## config.mk

```make
export PLATFORM = sky130hd
export DESIGN_NAME = arithmetic_unit_seq
export DESIGN_NICKNAME = d
export VERILOG_FILES = /design/src/rtl/arithmetic_unit_seq.sv
export SDC_FILE = /design/constraint.sdc
export NUM_CORES = 1
export LEC_CHECK = 0
export BUFFER_PORTS_ARGS = -buffer_cell sky130_fd_sc_hd__buf_2
export CAP_MARGIN = 0
export CORE_AREA = 10 10 132 134
export DETAILED_ROUTE_END_ITERATION = 8
export DIE_AREA = 0 0 142 144
export GPL_ROUTABILITY_DRIVEN = 0
export GPL_TIMING_DRIVEN = 0
export MAX_ROUTING_LAYER = met4
export PLACE_DENSITY = 0.66
export SLEW_MARGIN = 20
export SYNTH_ARGS = -nofsm -noshare
export SYNTH_HDL_FRONTEND = slang
export SYNTH_SLANG_ARGS = --single-unit
```

## constraint.sdc

```tcl
create_clock -name clk -period 4.7 [get_ports clk]
set_input_delay 0.235 -clock clk [delete_from_list [all_inputs] [get_ports clk]]
set_output_delay 0.235 -clock clk [all_outputs]
set_load 0.01 [all_outputs]
```

## src/rtl/arithmetic_unit_seq.sv

```systemverilog
// Multi-cycle add/subtract unit: WIDTH-bit operation processed SLICE bits per clock,
// with registered inter-slice carry, persistent carry flag and valid/ready handshakes.
module arithmetic_unit_seq #(
    parameter int unsigned WIDTH = 32,
    parameter int unsigned SLICE = 8
) (
    input  logic             clk,
    input  logic             rst_n,
    input  logic             in_valid,
    output logic             in_ready,
    input  logic [WIDTH-1:0] A,
    input  logic [WIDTH-1:0] B,
    input  logic [1:0]       op,
    output logic             out_valid,
    input  logic             out_ready,
    output logic [WIDTH-1:0] z,
    output logic             cout,
    output logic             overflow,
    output logic             zero,
    output logic             carry_flag
);
    localparam int unsigned N  = WIDTH / SLICE;
    localparam int unsigned CW = (N > 1) ? $clog2(N) : 1;
    localparam logic [CW-1:0] LAST = CW'(N - 1);

    typedef enum logic [1:0] {StIdle, StRun, StDone} state_e;

    state_e           r_state;
    state_e           w_state_next;
    logic [WIDTH-1:0] r_a;
    logic [WIDTH-1:0] r_b;
    logic [WIDTH-1:0] r_sum;
    logic [WIDTH-1:0] r_z;
    logic             r_carry;
    logic             r_cout;
    logic             r_ovf;
    logic             r_zero;
    logic             r_cflag;
    logic [CW-1:0]    r_cnt;

    logic [31:0]      w_base;
    logic [SLICE-1:0] w_slice_sum;
    logic             w_slice_cout;
    logic [WIDTH-1:0] w_sum_full;
    logic             w_cin;
    logic             w_last;

    assign w_base = 32'(r_cnt) * SLICE;
    assign w_last = (r_cnt == LAST);
    // ADC/SBB chain through the persistent flag; plain SUB injects the two's complement +1.
    assign w_cin  = op[1] ? r_cflag : op[0];

    assign {w_slice_cout, w_slice_sum} = {1'b0, r_a[w_base +: SLICE]}
                                       + {1'b0, r_b[w_base +: SLICE]}
                                       + {{SLICE{1'b0}}, r_carry};

    always_comb begin
        w_sum_full = r_sum;
        w_sum_full[w_base +: SLICE] = w_slice_sum;
    end

    always_comb begin
        w_state_next = r_state;
        unique case (r_state)
            StIdle: if (in_valid) w_state_next = StRun;
            StRun:  if (w_last) w_state_next = StDone;
            StDone: if (out_ready) w_state_next = StIdle;
            default: w_state_next = StIdle;
        endcase
    end

    always_ff @(posedge clk) begin
        if (!rst_n) begin
            r_state <= StIdle;
            r_a     <= '0;
            r_b     <= '0;
            r_sum   <= '0;
            r_z     <= '0;
            r_carry <= 1'b0;
            r_cout  <= 1'b0;
            r_ovf   <= 1'b0;
            r_zero  <= 1'b0;
            r_cflag <= 1'b0;
            r_cnt   <= '0;
        end else begin
            r_state <= w_state_next;
            unique case (r_state)
                StIdle: begin
                    if (in_valid) begin
                        r_a     <= A;
                        r_b     <= B ^ {WIDTH{op[0]}};
                        r_carry <= w_cin;
                        r_sum   <= '0;
                        r_cnt   <= '0;
                    end
                end
                StRun: begin
                    r_sum   <= w_sum_full;
                    r_carry <= w_slice_cout;
                    r_cnt   <= r_cnt + 1'b1;
                    if (w_last) begin
                        r_z     <= w_sum_full;
                        r_cout  <= w_slice_cout;
                        r_ovf   <= (r_a[WIDTH-1] == r_b[WIDTH-1])
                                && (w_sum_full[WIDTH-1] != r_a[WIDTH-1]);
                        r_zero  <= (w_sum_full == '0);
                        r_cflag <= w_slice_cout;
                    end
                end
                default: ;
            endcase
        end
    end

    assign in_ready   = (r_state == StIdle);
    assign out_valid  = (r_state == StDone);
    assign z          = r_z;
    assign cout       = r_cout;
    assign overflow   = r_ovf;
    assign zero       = r_zero;
    assign carry_flag = r_cflag;

endmodule
```

==> results.sh <==
export IMPL_synth_top_area_cell="dfxtp_1"
export IMPL_vdd_drop_max_mv=0.272
export IMPL_arrival_ns=4.86
export IMPL_slew_headroom_pct=42.3
export IMPL_cts_sinks=136
export IMPL_die_w_um=142
export IMPL_overflow=0
export IMPL_min_period_ns=4.49
export IMPL_synthFlopType="dfxtp_1"
export IMPL_period_share_pct=95.5
export IMPL_hold_viol_final=0
export IMPL_synth_area_per_cell_um2=8.39
export IMPL_wl_per_cell_um=18.3
export IMPL_grt_pass1_vias=5991
export IMPL_grt_max_degree=17
export IMPL_setup_violations=0
export IMPL_antenna_found_initial=0
export IMPL_critical_path_peak_fanout=10
export IMPL_hp_class="input pin to register"
export IMPL_initial_core_util_pct=43.8
export IMPL_synth_top_cell_area_share_pct=41.8
export IMPL_core_um2=14900
export IMPL_rows=45
export IMPL_drive_gt1_share_pct=19.6
export IMPL_drt_first_pass_iters=5
export IMPL_powerDensity_nw_per_um2=383
export IMPL_worstSetupPathType="register to register"
export IMPL_outcome="finished clean"
export IMPL_drv_cap=0
export IMPL_antenna_left=0
export IMPL_async_flop_share_pct=0
export IMPL_io_pins=108
export IMPL_area_growth_pct=20.8
export IMPL_die_area_um2=20400
export IMPL_synth_edf_count=0
export IMPL_skew_ns=0.0115
export IMPL_cts_resized=0
export IMPL_drt_total_wl_um=20200
export IMPL_synth_seq_area_share_pct=41.8
export IMPL_vias=6013
export IMPL_clockBufferDepth=2
export IMPL_drc_errors=0
export IMPL_routed_via_density=5.46
export IMPL_insertion_delay_ns=0.43
export IMPL_insertedDiodeCount=0
export IMPL_synthDistinctLibCells=63
export IMPL_max_freq_ghz=0.223
export IMPL_synth_area_leaders="dfxtp_1 (42%), nand2_1 (6.6%), a21oi_1 (6.3%)"
export IMPL_synth_nets=861
export IMPL_rsz0062_at_grt="false"
export IMPL_worstPathRequired_ns=5.07
export IMPL_tightest_slew_ns=0.859
export IMPL_htreeDepth=4
export IMPL_postCtsSetupBuffers=0
export IMPL_layout_nets=986
export IMPL_fin_util_pct=52.9
export IMPL_tritoncts="done"
export IMPL_cts_hold_buffers=0
export IMPL_hpwlAfterDp_um=15100
export IMPL_portBuffers=106
export IMPL_p_leak_nw=3.04
export IMPL_numCtsBuffers=17
export IMPL_clk_pin_slew_ns=0.06
export IMPL_final_max_slew_viol_count=0
export IMPL_clockRootBuffer="clkbuf_16"
export IMPL_min_delay_path_depth=3
export IMPL_grt_pass1_wl_um=31700
export IMPL_drt_first_iter_violations=543
export IMPL_grt_usage_pct=20.2
export IMPL_syn_cell_area_um2=6510
export IMPL_syn_inst=776
export IMPL_setup_tns_ns=0
export IMPL_worstSetupStartpointType="register"
export IMPL_die_y_um=144
export IMPL_yosys_warnings=0
export IMPL_reg2reg_depth=10
export IMPL_ys_ff_latch=136
export IMPL_end_kind="register"
cell usage after synthesis (all sizes together) (3+ instances only):
master,count
o21ai,13
and3,3
a22oi,3
o2bb2ai,5
a31oi,5
o22ai,8
nand2b,6
dfxtp,136
ha,13
nand3b,3
inv,24
nor2b,6
nand3,29
o21a,4
clkbuf,45
nor2,93
nor4,3
buf,18
xnor2,35
o32ai,5
a211oi,41
nand2,114
a21oi,84
nor3,27
mux4,16
per-layer routing:
metal  GRT usage, %  wire length (µm)  up-vias
met5              -                 0        -
met4           8.61               601        0
met3           5.25              1250       42
met2           32.5              9710      225
met1           23.5              8620     2783
li1               -                 -     2963
final cells by class:
| type | count | area [µm²] |
|---|---|---|
| fill | 1527 | 7000 |
| multi-input combinational | 553 | 3420 |
| sequential | 136 | 2720 |
| timing repair buffer | 106 | 531 |
| clock buffer | 18 | 439 |
| buffer | 63 | 285 |
| tap | 188 | 235 |
| clock inverter | 14 | 148 |
| inverter | 24 | 90.1 |
critical path: stages, from the launching register on:
cell	delay, ns
dfxtp_1	0.40
clkbuf_1	0.54
clkbuf_1	0.57
mux4_2	0.47
ha_1	0.32
a21oi_1	0.23
o21bai_1	0.12
xnor2_1	0.69
o22ai_1	0.31
nor4_1	0.54
a31o_1	0.22
cell families (layout without fill, tap and decap cells):
| family | after synthesis | count (layout) | synth area share (%) |
|---|---|---|---|
| AO/OA/AOI/OAI | 185 | 185 | 18.3 |
| AND/OR/NAND/NOR | 297 | 297 | 20.1 |
| multiplexers | 19 | 19 | 6.01 |
| adder cells (fa/ha/maj) | 15 | 15 | 3.11 |
| buffers and inverters | 87 | 225 | 5.76 |
| XOR/XNOR | 37 | 37 | 4.98 |
| flip-flops | 136 | 136 | 41.8 |
report_power, final:
part | leakage [nW] | switching (mW) | internal (mW)
Clock | 0.275 | 0.535 | 0.796
Combinational | 1.66 | 0.281 | 0.169
Sequential | 1.11 | 0.0289 | 1.20
Total | 3.04 | 0.845 | 2.17
through the flow:
| stage | cell area, µm² | hold WS, ns | std cells | power (mW) | setup WS (ns) |
|---|---|---|---|---|---|
| 6_report | 7870 | 0.0396 | 1102 | 3.01 | 0.210 |
| 5_1_grt | 7870 | 0.0318 | 1102 | 3.12 | 0.0223 |
| 4_1_cts | 7870 | 0.0270 | 1102 | 3.01 | 0.281 |
| 3_5_place_dp | 7280 | 0.445 | 1070 | 1.70 | 0.294 |
| 3_3_place_gp | 7280 | 0.439 | 1070 | 1.69 | 0.269 |
| 2_1_floorplan | 6510 | 0.371 | 776 | 1.55 | 1.42 |
flip-flops by register name, summed over array words and instances, names as in the netlist, 2 cells and up:
register  count
z            32
r_sum        32
r_b          32
r_cnt         2
r_state       2
r_a          32
final timing paths:
check | from | to | slack, ns
setup reg to reg | r_cnt[1] | zero | 0.21
hold / removal | A[24] | r_a[24] | 0.04
setup / recovery | r_cnt[1] | zero | 0.21
hold reg to reg | z[21] | z[21] | 0.45
cells in the final DEF, fill, tap and decap left out, drive strengths merged, types with 5 or more instances in the layout:
master / instances
a211oi: 41
a21oi: 84
a31oi: 5
buf: 124
clkbuf: 63
clkinvlp: 5
dfxtp: 136
ha: 13
inv: 27
mux4: 16
nand2: 114
nand2b: 6
nand3: 29
nor2: 93
nor2b: 6
nor3: 27
o21ai: 13
o22ai: 8
o2bb2ai: 5
o32ai: 5
xnor2: 35
Note: power is estimated with default switching activity, not from simulation.
